### src/rtl/instruction_fetch_unit.sv
// Fetch stage: owns the PC, drives the instruction memory address and holds the IF/ID register.
// Absorbs the memory's one-cycle read latency and supports decode stall plus branch/jump flush.
module instruction_fetch_unit #(
   parameter int                     PC_WIDTH = 8,
   parameter logic [PC_WIDTH-1:0]    RESET_PC = '0
) (
   input  logic                clock,
   input  logic                reset,
   input  logic                stall,
   input  logic                branchTaken,
   input  logic [PC_WIDTH-1:0] branchTarget,
   input  logic                jump,
   input  logic [PC_WIDTH-1:0] jumpTarget,
   input  logic [31:0]         instructionOut,
   output logic [PC_WIDTH-1:0] instructionAdress,
   output logic [31:0]         ifIdInstruction,
   output logic [PC_WIDTH-1:0] ifIdPc,
   output logic [PC_WIDTH-1:0] ifIdPcPlus4,
   output logic                ifIdValid
);

   localparam logic [PC_WIDTH-1:0] PC_STEP = PC_WIDTH'(4);

   logic [PC_WIDTH-1:0] r_pc;
   logic [PC_WIDTH-1:0] r_in_flight_pc;
   logic                r_in_flight_valid;
   logic [31:0]         r_if_id_instruction;
   logic [PC_WIDTH-1:0] r_if_id_pc;
   logic [PC_WIDTH-1:0] r_if_id_pc_plus4;
   logic                r_if_id_valid;

   logic                w_redirect;
   logic [PC_WIDTH-1:0] w_target;
   logic [PC_WIDTH-1:0] w_target_aligned;

   assign w_redirect       = branchTaken | jump;
   assign w_target         = branchTaken ? branchTarget : jumpTarget;
   assign w_target_aligned = {w_target[PC_WIDTH-1:2], 2'b00};

   // While stalled, re-present the in-flight address so the memory keeps returning the held word.
   assign instructionAdress = (stall && !w_redirect) ? r_in_flight_pc : r_pc;

   always_ff @(posedge clock) begin
      if (reset) begin
         r_pc                <= RESET_PC;
         r_in_flight_pc      <= '0;
         r_in_flight_valid   <= 1'b0;
         r_if_id_instruction <= '0;
         r_if_id_pc          <= '0;
         r_if_id_pc_plus4    <= '0;
         r_if_id_valid       <= 1'b0;
      end else if (w_redirect) begin
         r_pc              <= w_target_aligned;
         r_in_flight_valid <= 1'b0;
         r_if_id_valid     <= 1'b0;
      end else if (!stall) begin
         r_in_flight_pc      <= r_pc;
         r_in_flight_valid   <= 1'b1;
         r_pc                <= r_pc + PC_STEP;
         r_if_id_instruction <= instructionOut;
         r_if_id_pc          <= r_in_flight_pc;
         r_if_id_pc_plus4    <= r_in_flight_pc + PC_STEP;
         r_if_id_valid       <= r_in_flight_valid;
      end
   end

   assign ifIdInstruction = r_if_id_instruction;
   assign ifIdPc          = r_if_id_pc;
   assign ifIdPcPlus4     = r_if_id_pc_plus4;
   assign ifIdValid       = r_if_id_valid;

endmodule
### config.mk
export PLATFORM = sky130hd
export DESIGN_NAME = instruction_fetch_unit
export DESIGN_NICKNAME = d
export VERILOG_FILES = /design/src/rtl/instruction_fetch_unit.sv
export SDC_FILE = /design/constraint.sdc
export NUM_CORES = 1
export LEC_CHECK = 0
export ABC_CLOCK_PERIOD_IN_PS = 3900
export CORE_UTILIZATION = 45
export CTS_CLUSTER_SIZE = 8
export DETAILED_ROUTE_END_ITERATION = 8
export PLACE_DENSITY_LB_ADDON = 0.25
export SKIP_CTS_REPAIR_TIMING = 1
export SYNTH_ARGS = -nofsm -noshare
export SYNTH_HDL_FRONTEND = slang
export SYNTH_SLANG_ARGS = --single-unit
### constraint.sdc
create_clock -name clock -period 3.9 [get_ports clock]
set_clock_uncertainty 0.05 [all_clocks]
set_input_delay 0.78 -clock clock [delete_from_list [all_inputs] [get_ports clock]]
set_output_delay 0.78 -clock clock [all_outputs]
set_load 0.02 [all_outputs]
# Yosys cells after proc, flatten, opt, wreduce, memory -nomap -nowiden

Index checks and enable logic that the tools add are counted.

Add/sub/neg operators: 2
Equality and inequality tests: 1
Muxes and demuxes: 4
Bitwise logic cells: 3
Reductions and logical operators: 4

Operators with widths:

| operator                                              | number |
|---|---|
| two-way mux 8 bit                                     | 4 |
| adder 8 x 3 -> 8 bit, second input constant           | 2 |
| inequality test 2 x 1 -> 1 bit, second input constant | 1 |
| NOT 1 bit                                             | 2 |
| AND reduction 2 bit                                   | 1 |
| OR reduction 2 bit                                    | 1 |
| logical AND 1 bit                                     | 1 |
| zero test 1 bit                                       | 1 |
| bitwise OR 1 bit                                      | 1 |

Register bits: 66
Bits of input ports: 53
Output and inout port bits: 57

# Logic depth before layout (Yosys ltp)

Gate-level depths: netlist of run 1.

Word-level depth: 4
Gate-level depth with buffers: 6

# Worst setup path after synthesis of run 1

No wires, ideal clock.

Path type: input to output
Start point: input stall
End point: output instructionAdress[2]
Data arrival time: 1734 ps
Path slack: 1336 ps
Stages on the path: 4
Path through: buf_6 -> or3b_1 -> buf_6 -> mux2_4

Longest elaborated chain between the ends: 2

RTL lines:

| item              | RTL line | text |
|---|---|---|
| from (decl)       | 9        | `input logic stall,` |
| logical AND 1 bit | 41       | `assign instructionAdress = (stall && !w_redirect) ? r_in_flight_pc : r_pc;` |
| two-way mux 8 bit | 41       |  |
| to (decl)         | 15       | `output logic [PC_WIDTH-1:0] instructionAdress,` |

Every way passes these cells.

# Worst setup path in the final report of run 1

Start point: input stall
End point: output instructionAdress[7]

Same word-level chain as after synthesis.

==> PnR_summary.wiki, run 1 <==
{| class="wikitable"
! Metric !! Value
|-
| Sequential-to-total area share from yosys stat || 0.472
|-
| Maximum number of pins on one net before global-route repair || between 50 and 60
|-
| Chain of cells forming the critical path || clkdlybuf4s50_1 -> or3b_1 -> mux2_4 -> clkdlybuf4s50_1
|-
| Startpoint type of the worst setup path || input port
|-
| CTS buffer count || 9
|-
| Count of inserted antenna diode cells || 0
|-
| Final Total Pwr || approximately 1.4 mW
|-
| Standard cell core area || approximately 5200 µm²
|-
| Period minus WS final || between 3000 and 4000 ps
|-
| Post-Synth Adder-Cell Area || 0.0102
|-
| Synth Cell Area || between 2000 and 2500 µm²
|-
| Post-synthesis share of cell area spent on xor and xnor gates || 0.0214
|-
| Detailed placer's ending HPWL || roughly 4000 µm
|-
| Via count of the first global-routing pass || 2158
|-
| Share of the synthesized area in the top cell type || 0.472
|-
| Detail Route met3 WL || ~300 µm
|-
| Slowest stage cell, crit path || sky130_fd_sc_hd__or3b_1
|-
| Net switching component of the power || 337 µW
|-
| Highest clock frequency the design can meet || about 280 MHz
|-
| Met1 wire length || around 2700 µm
|-
| Number of H-tree levels || 3
|-
| Clock tree from TritonCTS || done
|-
| Startpoint-to-endpoint class of the critical path || in -> out
|-
| Final estimated routing congestion in global placement || roughly 0.80
|-
| Number of core rows || 26
|-
| Relative area change from synthesis to final layout || 46.8%
|-
| Critical path's most frequent cell || sky130_fd_sc_hd__clkdlybuf4s50_1
|-
| Cell taking the most area after synthesis || sky130_fd_sc_hd__dfxtp_1
|-
| Detail Route Antenna Nets || 0
|-
| Mean area per synthesized cell || about 8.3 µm²
|-
| Leakage power || 1.31 nW
|-
| Die height || between 70 and 80 µm
|-
| Number of detailed-routing iterations run before antenna repair || 4
|-
| Count of clock tree sinks || 58
|-
| Die width || between 70 and 80 µm
|-
| Maximum net fanout on the critical path || 10
|-
| Compound-Gate Fraction of Synth Area || 0.145
|-
| Layout fillers || approximately 420
|-
| Max_slew headroom || 0.296
|-
| Combinational share of power || 0.141
|-
| Flip-flop and latch count after synthesis || 58
|-
| Mux share of post-synthesis cell area || 0.0529
|-
| Leftover overflow at the end of global routing || 0
|-
| Crit path required time || between 3000 and 4000 ps
|-
| RSZ-0062 raised after global routing || false
|-
| Data arrival time of the critical path || 2770 ps
|-
| Register clock-pin slew on the reported worst setup and hold paths || 70 ps
|-
| Final Hold Viols || 0
|-
| Leading cell types by count after synthesis || 98 x sky130_fd_sc_hd__nand2_1, 58 x sky130_fd_sc_hd__dfxtp_1, 48 x sky130_fd_sc_hd__a21oi_1
|-
| Mean number of vias per cell || 4.90
|-
| Fin crit share || 0.923
|-
| Number of primary I/O pins || between 100 and 150
|-
| Count of unique library cells instantiated by Yosys || 35
|-
| Post-synth EDFFs || 0
|-
| Commonest register cell after synthesis || sky130_fd_sc_hd__dfxtp_1
|-
| Int Power || 1.04 mW
|-
| Routed wire length || about 6000 µm
|-
| Share of flip-flops with an asynchronous set or reset after synthesis || 0
|-
| Cell types with the largest area share after synthesis || sky130_fd_sc_hd__dfxtp_1 47%, sky130_fd_sc_hd__nand2_1 15%, sky130_fd_sc_hd__a21oi_1 9.8%
|-
| Final setup TNS || 0 ps
|-
| Count of synthesis-stage warnings from yosys || 0
|-
| Final Setup Violations || 0
|-
| Switching power as a share of total power || 0.244
|-
| Initial DRC count || 84
|-
| Number of vias after detailed routing || 2285
|-
| Synthesized instance count || about 300
|-
| Delay contributed by the slowest stage of the critical path || 590 ps
|-
| Global-route wire length before repair || 9840 µm
|-
| Initial antenna violation count || 0
|-
| Port Buf Inserts || a little under 100
|-
| Effective utilization at floorplan || 0.475
|-
| Top metal layer carrying routed signals || met4
|-
| Simple-gate portion of the synthesized area || 0.217
|-
| DIE AREA || around 5800 µm²
|-
| Max-capacitance violation count || 0
|-
| Clock Tree Buf Depth || 2
|-
| Global router's overall resource usage || 0.211
|-
| Source-to-sink clock delay at the later pin of the worst-skew pair || around 320 ps
|-
| Maximum vdd drop || between 0.2 and 0.3 mV
|-
| Endpoint type of the worst setup path || primary output
|-
| Pwr dens || 382 nW/µm²
|-
| Cell with the most instances after synthesis || sky130_fd_sc_hd__nand2_1
|-
| Final #Nets || about 450
|-
| Clock share of power || 0.403
|-
| Kind of path behind the tightest hold check || reg -> reg
|-
| Run status || finished, final reports clean
|-
| Main combinational cell family by area after synthesis || simple AND/OR/NAND/NOR gates
|-
| Slew of the pin with the lowest slew margin || approximately 1100 ps
|-
| Max-slew violation count || 0
|-
| Remaining routing DRC violations || 0
|-
| Amount of wire on met2 after detailed routing || 2850 µm
|-
| Root buf cell || sky130_fd_sc_hd__clkbuf_8
|-
| Reg power frac || 0.456
|-
| Wirelength per Cell || 12.7 µm
|-
| Proportion of layout cells with a drive suffix above 1 || 0.0859
|}
==> through the flow <==
stage | worst slack, ps | instances | hold slack [ps] | util | area (µm²)
2_1_floorplan | 1340 | 302 | 399 | - | 2480
3_5_place_dp | 278 | 450 | 396 | 0.658 | 3400
6_report | 300 | 466 | 401 | 0.698 | 3610
5_1_grt | 247 | 466 | 423 | 0.698 | 3610
3_3_place_gp | 291 | 450 | 391 | 0.658 | 3400
4_1_cts | 285 | 466 | 405 | 0.698 | 3610
==> worst paths after layout <==
| kind | from | to | slack, ps | cells after the start |
|---|---|---|---|---|
| max | stall | instructionAdress[7] | 300 | 4 |
| min reg2reg | ifIdInstruction[4]$_SDFFE_PP0P_ | ifIdInstruction[4]$_SDFFE_PP0P_ | 400 | 2 |
| min | ifIdInstruction[4]$_SDFFE_PP0P_ | ifIdInstruction[4]$_SDFFE_PP0P_ | 400 | 2 |
| max reg2reg | r_pc[3]$_SDFFE_PP0N_ | r_pc[3]$_SDFFE_PP0N_ | 2500 | 5 |
==> power by group through the flow <==
stage / clock, mW / sequential (mW) / combinational (mW)
2_1_floorplan: 0 / 0.655 / 0.0899
3_3_place_gp: 0 / 0.641 / 0.192
3_5_place_dp: 0 / 0.642 / 0.194
4_1_cts: 0.566 / 0.629 / 0.195
5_1_grt: 0.600 / 0.632 / 0.208
6_report: 0.556 / 0.629 / 0.194
==> flip-flops by register name, indices dropped and copies added (netlist names) <==
signal / flops
ifIdPc: 6
ifIdPcPlus4: 6
r_in_flight_pc: 6
r_in_flight_valid: 1
ifIdValid: 1
r_pc: 6
ifIdInstruction: 32
==> placed cells by master (no fill, tap or decap), types with 3 or more instances in the layout <==
cell type,count
sky130_fd_sc_hd__nand2_1,98
sky130_fd_sc_hd__clkdlybuf4s50_1,98
sky130_fd_sc_hd__dfxtp_1,58
sky130_fd_sc_hd__a21oi_1,48
sky130_fd_sc_hd__nor2_1,11
sky130_fd_sc_hd__clkbuf_8,11
sky130_fd_sc_hd__mux2_4,6
sky130_fd_sc_hd__conb_1,6
sky130_fd_sc_hd__buf_4,6
sky130_fd_sc_hd__nor3_1,5
sky130_fd_sc_hd__mux2i_1,4
sky130_fd_sc_hd__nand3b_1,3
sky130_fd_sc_hd__o21ai_0,3
sky130_fd_sc_hd__xor2_1,3
sky130_fd_sc_hd__nand3_1,3
sky130_fd_sc_hd__xnor2_1,3
sky130_fd_sc_hd__a211oi_1,3
sky130_fd_sc_hd__clkinv_2,3
==> cell families after synthesis <==
group	after synthesis
compound gates	64
xor+xnor	6
fa+ha+maj	2
buf+inv	28
flops	58
mux	10
other cells	1
simple gates	128
==> cell type report <==
| cell class | instances | area, µm² | area share |
|---|---|---|---|
| clock buffer | 11 | 151 | 0.0420 |
| clock inverter | 5 | 52.6 | 0.0146 |
| inverter | 1 | 3.75 | 0.00104 |
| multi-input combinational | 216 | 1120 | 0.311 |
| sequential | 58 | 1160 | 0.322 |
| tap | 70 | 87.6 | 0.0243 |
| timing repair buffer | 105 | 1030 | 0.286 |
==> per-layer routing <==
layer	up-vias	track usage
met5	-	0
met4	0	0.104
met3	5	0.0446
met2	71	0.351
met1	1047	0.260
li1	1162	-
==> critical path: cells and delay by family <==
kind | cells | cell delay (ps)
buffers and inverters | 2 | 1030
AND/OR/NAND/NOR | 1 | 590
multiplexers | 1 | 380
(Power assumes the default switching activity.)
==> inputs of run 2 (changes only) <==
--- a/config.mk
+++ b/config.mk
@@ -5,8 +5,8 @@
 export SDC_FILE = /design/constraint.sdc
 export NUM_CORES = 1
 export LEC_CHECK = 0
-export ABC_CLOCK_PERIOD_IN_PS = 3900
-export CORE_UTILIZATION = 45
+export ABC_CLOCK_PERIOD_IN_PS = 3350
+export CORE_UTILIZATION = 42
 export CTS_CLUSTER_SIZE = 8
 export DETAILED_ROUTE_END_ITERATION = 8
 export PLACE_DENSITY_LB_ADDON = 0.25
==> constraint.sdc (replaced) <==
create_clock -name clock -period 3.35 [get_ports clock]
set_clock_uncertainty 0.05 [all_clocks]
set_input_delay 0.67 -clock clock [delete_from_list [all_inputs] [get_ports clock]]
set_output_delay 0.67 -clock clock [all_outputs]
set_load 0.02 [all_outputs]
==> run 2 against run 1 <==
Compared with the run above:
- global-route usage decreased by 0.25 points
- combinational power increased by 18%
- die area increased by 7.0%
- clock power increased by 45%
- utilization decreased by 3.6 points
- largest cell class unchanged
- highest routed layer unchanged
==> PnR_summary.wiki, run 2 (synthesis gave the netlist of run 1 again) <==
{| class="wikitable"
! Metric !! Value
|-
| Relative area change from synthesis to final layout || 49.9%
|-
| Detailed placer's ending HPWL || between 4000 and 5000 µm
|-
| Initial antenna violation count || 0
|-
| Port Buf Inserts || 99
|-
| Maximum vdd drop || around 0.32 mV
|-
| Chain of cells forming the critical path || clkdlybuf4s50_1 -> or3b_1 -> buf_4 -> mux2_4 -> clkdlybuf4s50_1
|-
| Initial DRC count || 90
|-
| Source-to-sink clock delay at the later pin of the worst-skew pair || ~320 ps
|-
| Effective utilization at floorplan || 0.441
|-
| Slowest stage cell, crit path || sky130_fd_sc_hd__clkdlybuf4s50_1
|-
| Run status || finished, final reports clean
|-
| Count of clock tree sinks || 58
|-
| Met2 GRT Util || 0.343
|-
| Startpoint type of the worst setup path || input port
|-
| Number of detailed-routing iterations run before antenna repair || 4
|-
| Fraction of met1 tracks used by global routing || 0.254
|-
| Die width || around 79 µm
|-
| Max-capacitance violation count || 0
|-
| Final estimated routing congestion in global placement || between 0.7 and 0.8
|-
| Slew of the pin with the lowest slew margin || between 1000 and 1500 ps
|-
| DIE AREA || between 6000 and 7000 µm²
|-
| Count of inserted antenna diode cells || 0
|-
| Clock tree from TritonCTS || done
|-
| Number of core rows || 27
|-
| Final Total Pwr || approximately 1.8 mW
|-
| Number of H-tree levels || 3
|-
| Final setup TNS || 0 ps
|-
| Commonest cells after routing, fill and taps aside || 98 x sky130_fd_sc_hd__nand2_1, 98 x sky130_fd_sc_hd__clkdlybuf4s50_1, 58 x sky130_fd_sc_hd__dfxtp_1
|-
| Number of primary I/O pins || 110
|-
| CTS buffer count || 9
|-
| Register clock-pin slew on the reported worst setup and hold paths || around 60 ps
|-
| Worst Setup SP || stall
|-
| Max-slew violation count || 0
|-
| Remaining routing DRC violations || 0
|-
| Crit path required time || between 2000 and 3000 ps
|-
| Kind of path behind the tightest hold check || reg -> reg
|-
| Worst path buffer plus inverter count || 3
|-
| R2R Setup Slk || between 1500 and 2000 ps
|-
| Standard cell core area || approximately 5600 µm²
|-
| Flip-flop count of the largest register after layout || 32
|-
| Layout fillers || between 400 and 500
|-
| Startpoint-to-endpoint class of the critical path || in -> out
|-
| Global router's overall resource usage || 0.209
|-
| Met3 track demand over resource || 0.0465
|-
| Reg-to-Reg Start || r_pc[2]$_SDFFE_PP0N_
|-
| Leftover overflow at the end of global routing || 0
|-
| Max_slew headroom || 0.301
|-
| Maximum number of pins on one net before global-route repair || 59
|-
| Delay contributed by the slowest stage of the critical path || 550 ps
|-
| Highest clock frequency the design can meet || ~310 MHz
|-
| Worst Min Path Start || ifIdPcPlus4[3]$_SDFFE_PP0P_
|-
| Fin crit share || 0.976
|-
| Final Setup Violations || 0
|-
| Root buf cell || sky130_fd_sc_hd__clkbuf_8
|-
| Detail Route Antenna Nets || 0
|-
| Proportion of layout cells with a drive suffix above 1 || 0.0905
|-
| Layer carrying the most global-route usage || met2
|-
| Number of instances on the worst hold path || 2
|-
| Global-route wire length before repair || just over 10000 µm
|-
| Number of vias after detailed routing || 2296
|-
| Clock Tree Buf Depth || 2
|-
| Maximum net fanout on the critical path || 10
|-
| Via count of the first global-routing pass || 2147
|-
| Leakage power || 1.35 nW
|-
| Endpoint of the lowest-slack register-to-register path || r_pc[6]$_SDFFE_PP0N_
|-
| Routed wire length || 6100 µm
|-
| Critical path's most frequent cell || sky130_fd_sc_hd__clkdlybuf4s50_1
|-
| Worst Hold Path EP || ifIdPcPlus4[3]$_SDFFE_PP0P_
|-
| Data arrival time of the critical path || between 2000 and 3000 ps
|-
| RSZ-0062 raised after global routing || false
|-
| Endpoint type of the worst setup path || primary output
|-
| Final Hold Viols || 0
|-
| Final #Nets || roughly 450
|-
| Depth of the most critical reg-to-reg path || 4
|-
| Pwr dens || 479 nW/µm²
|-
| Mean number of vias per cell || 4.89
|-
| Period minus WS final || about 3300 ps
|-
| Die height || around 79 µm
|-
| Kind of cell adding the most delay to the critical path || buffers and inverters
|-
| Wirelength per Cell || between 10 and 15 µm
|}
==> run 2: worst register-to-register path, stage by stage, from the launching register on <==
cell,delay [ps]
sky130_fd_sc_hd__dfxtp_1,390
sky130_fd_sc_hd__ha_1,280
sky130_fd_sc_hd__a31o_2,250
sky130_fd_sc_hd__a31oi_1,170
sky130_fd_sc_hd__nor3_1,70
==> run 2: power breakdown <==
part           switching [mW]  total, mW  internal (mW)
registers              0.0192      0.732          0.713
clock network           0.272      0.805          0.532
logic                   0.107      0.229          0.122
==> run 2: layout make-up <==
cell class / count / area, µm² / share of cell area
clock buffer: 11 / 151 / 0.0411
clock inverter: 5 / 100 / 0.0272
inverter: 1 / 3.75 / 0.00102
multi-input combinational: 216 / 1120 / 0.304
sequential: 58 / 1160 / 0.315
tap: 72 / 90.1 / 0.0244
timing repair buffer: 107 / 1060 / 0.287
==> run 2: metal layers <==
metal  wire length (µm)  up-vias
met3                322        7
met2               2900       62
met4                 76        0
li1                   -     1166
met5                  0        -
met1               2800     1061
==> run 2: how the worst max path moves through the flow <==
stage	cells after the start	slack, ps	end
5_1_grt	5	50	instructionAdress[7]
4_1_cts	5	60	instructionAdress[7]
6_report	5	80	instructionAdress[7]
3_3_place_gp	5	80	instructionAdress[7]
2_1_floorplan	4	1010	instructionAdress[2]
3_5_place_dp	5	70	instructionAdress[7]
==> run 2: stage by stage <==
stage / instances / util / instance area [µm²] / hold WS (ps) / setup slack, ps
floorplan: 302 / - / 2480 / 399 / 1010
global placement: 454 / 0.616 / 3430 / 391 / 80.8
detailed placement: 454 / 0.616 / 3430 / 396 / 70.1
CTS: 470 / 0.661 / 3690 / 405 / 64.4
global route: 470 / 0.661 / 3690 / 419 / 52.9
finish: 470 / 0.661 / 3690 / 403 / 81.8
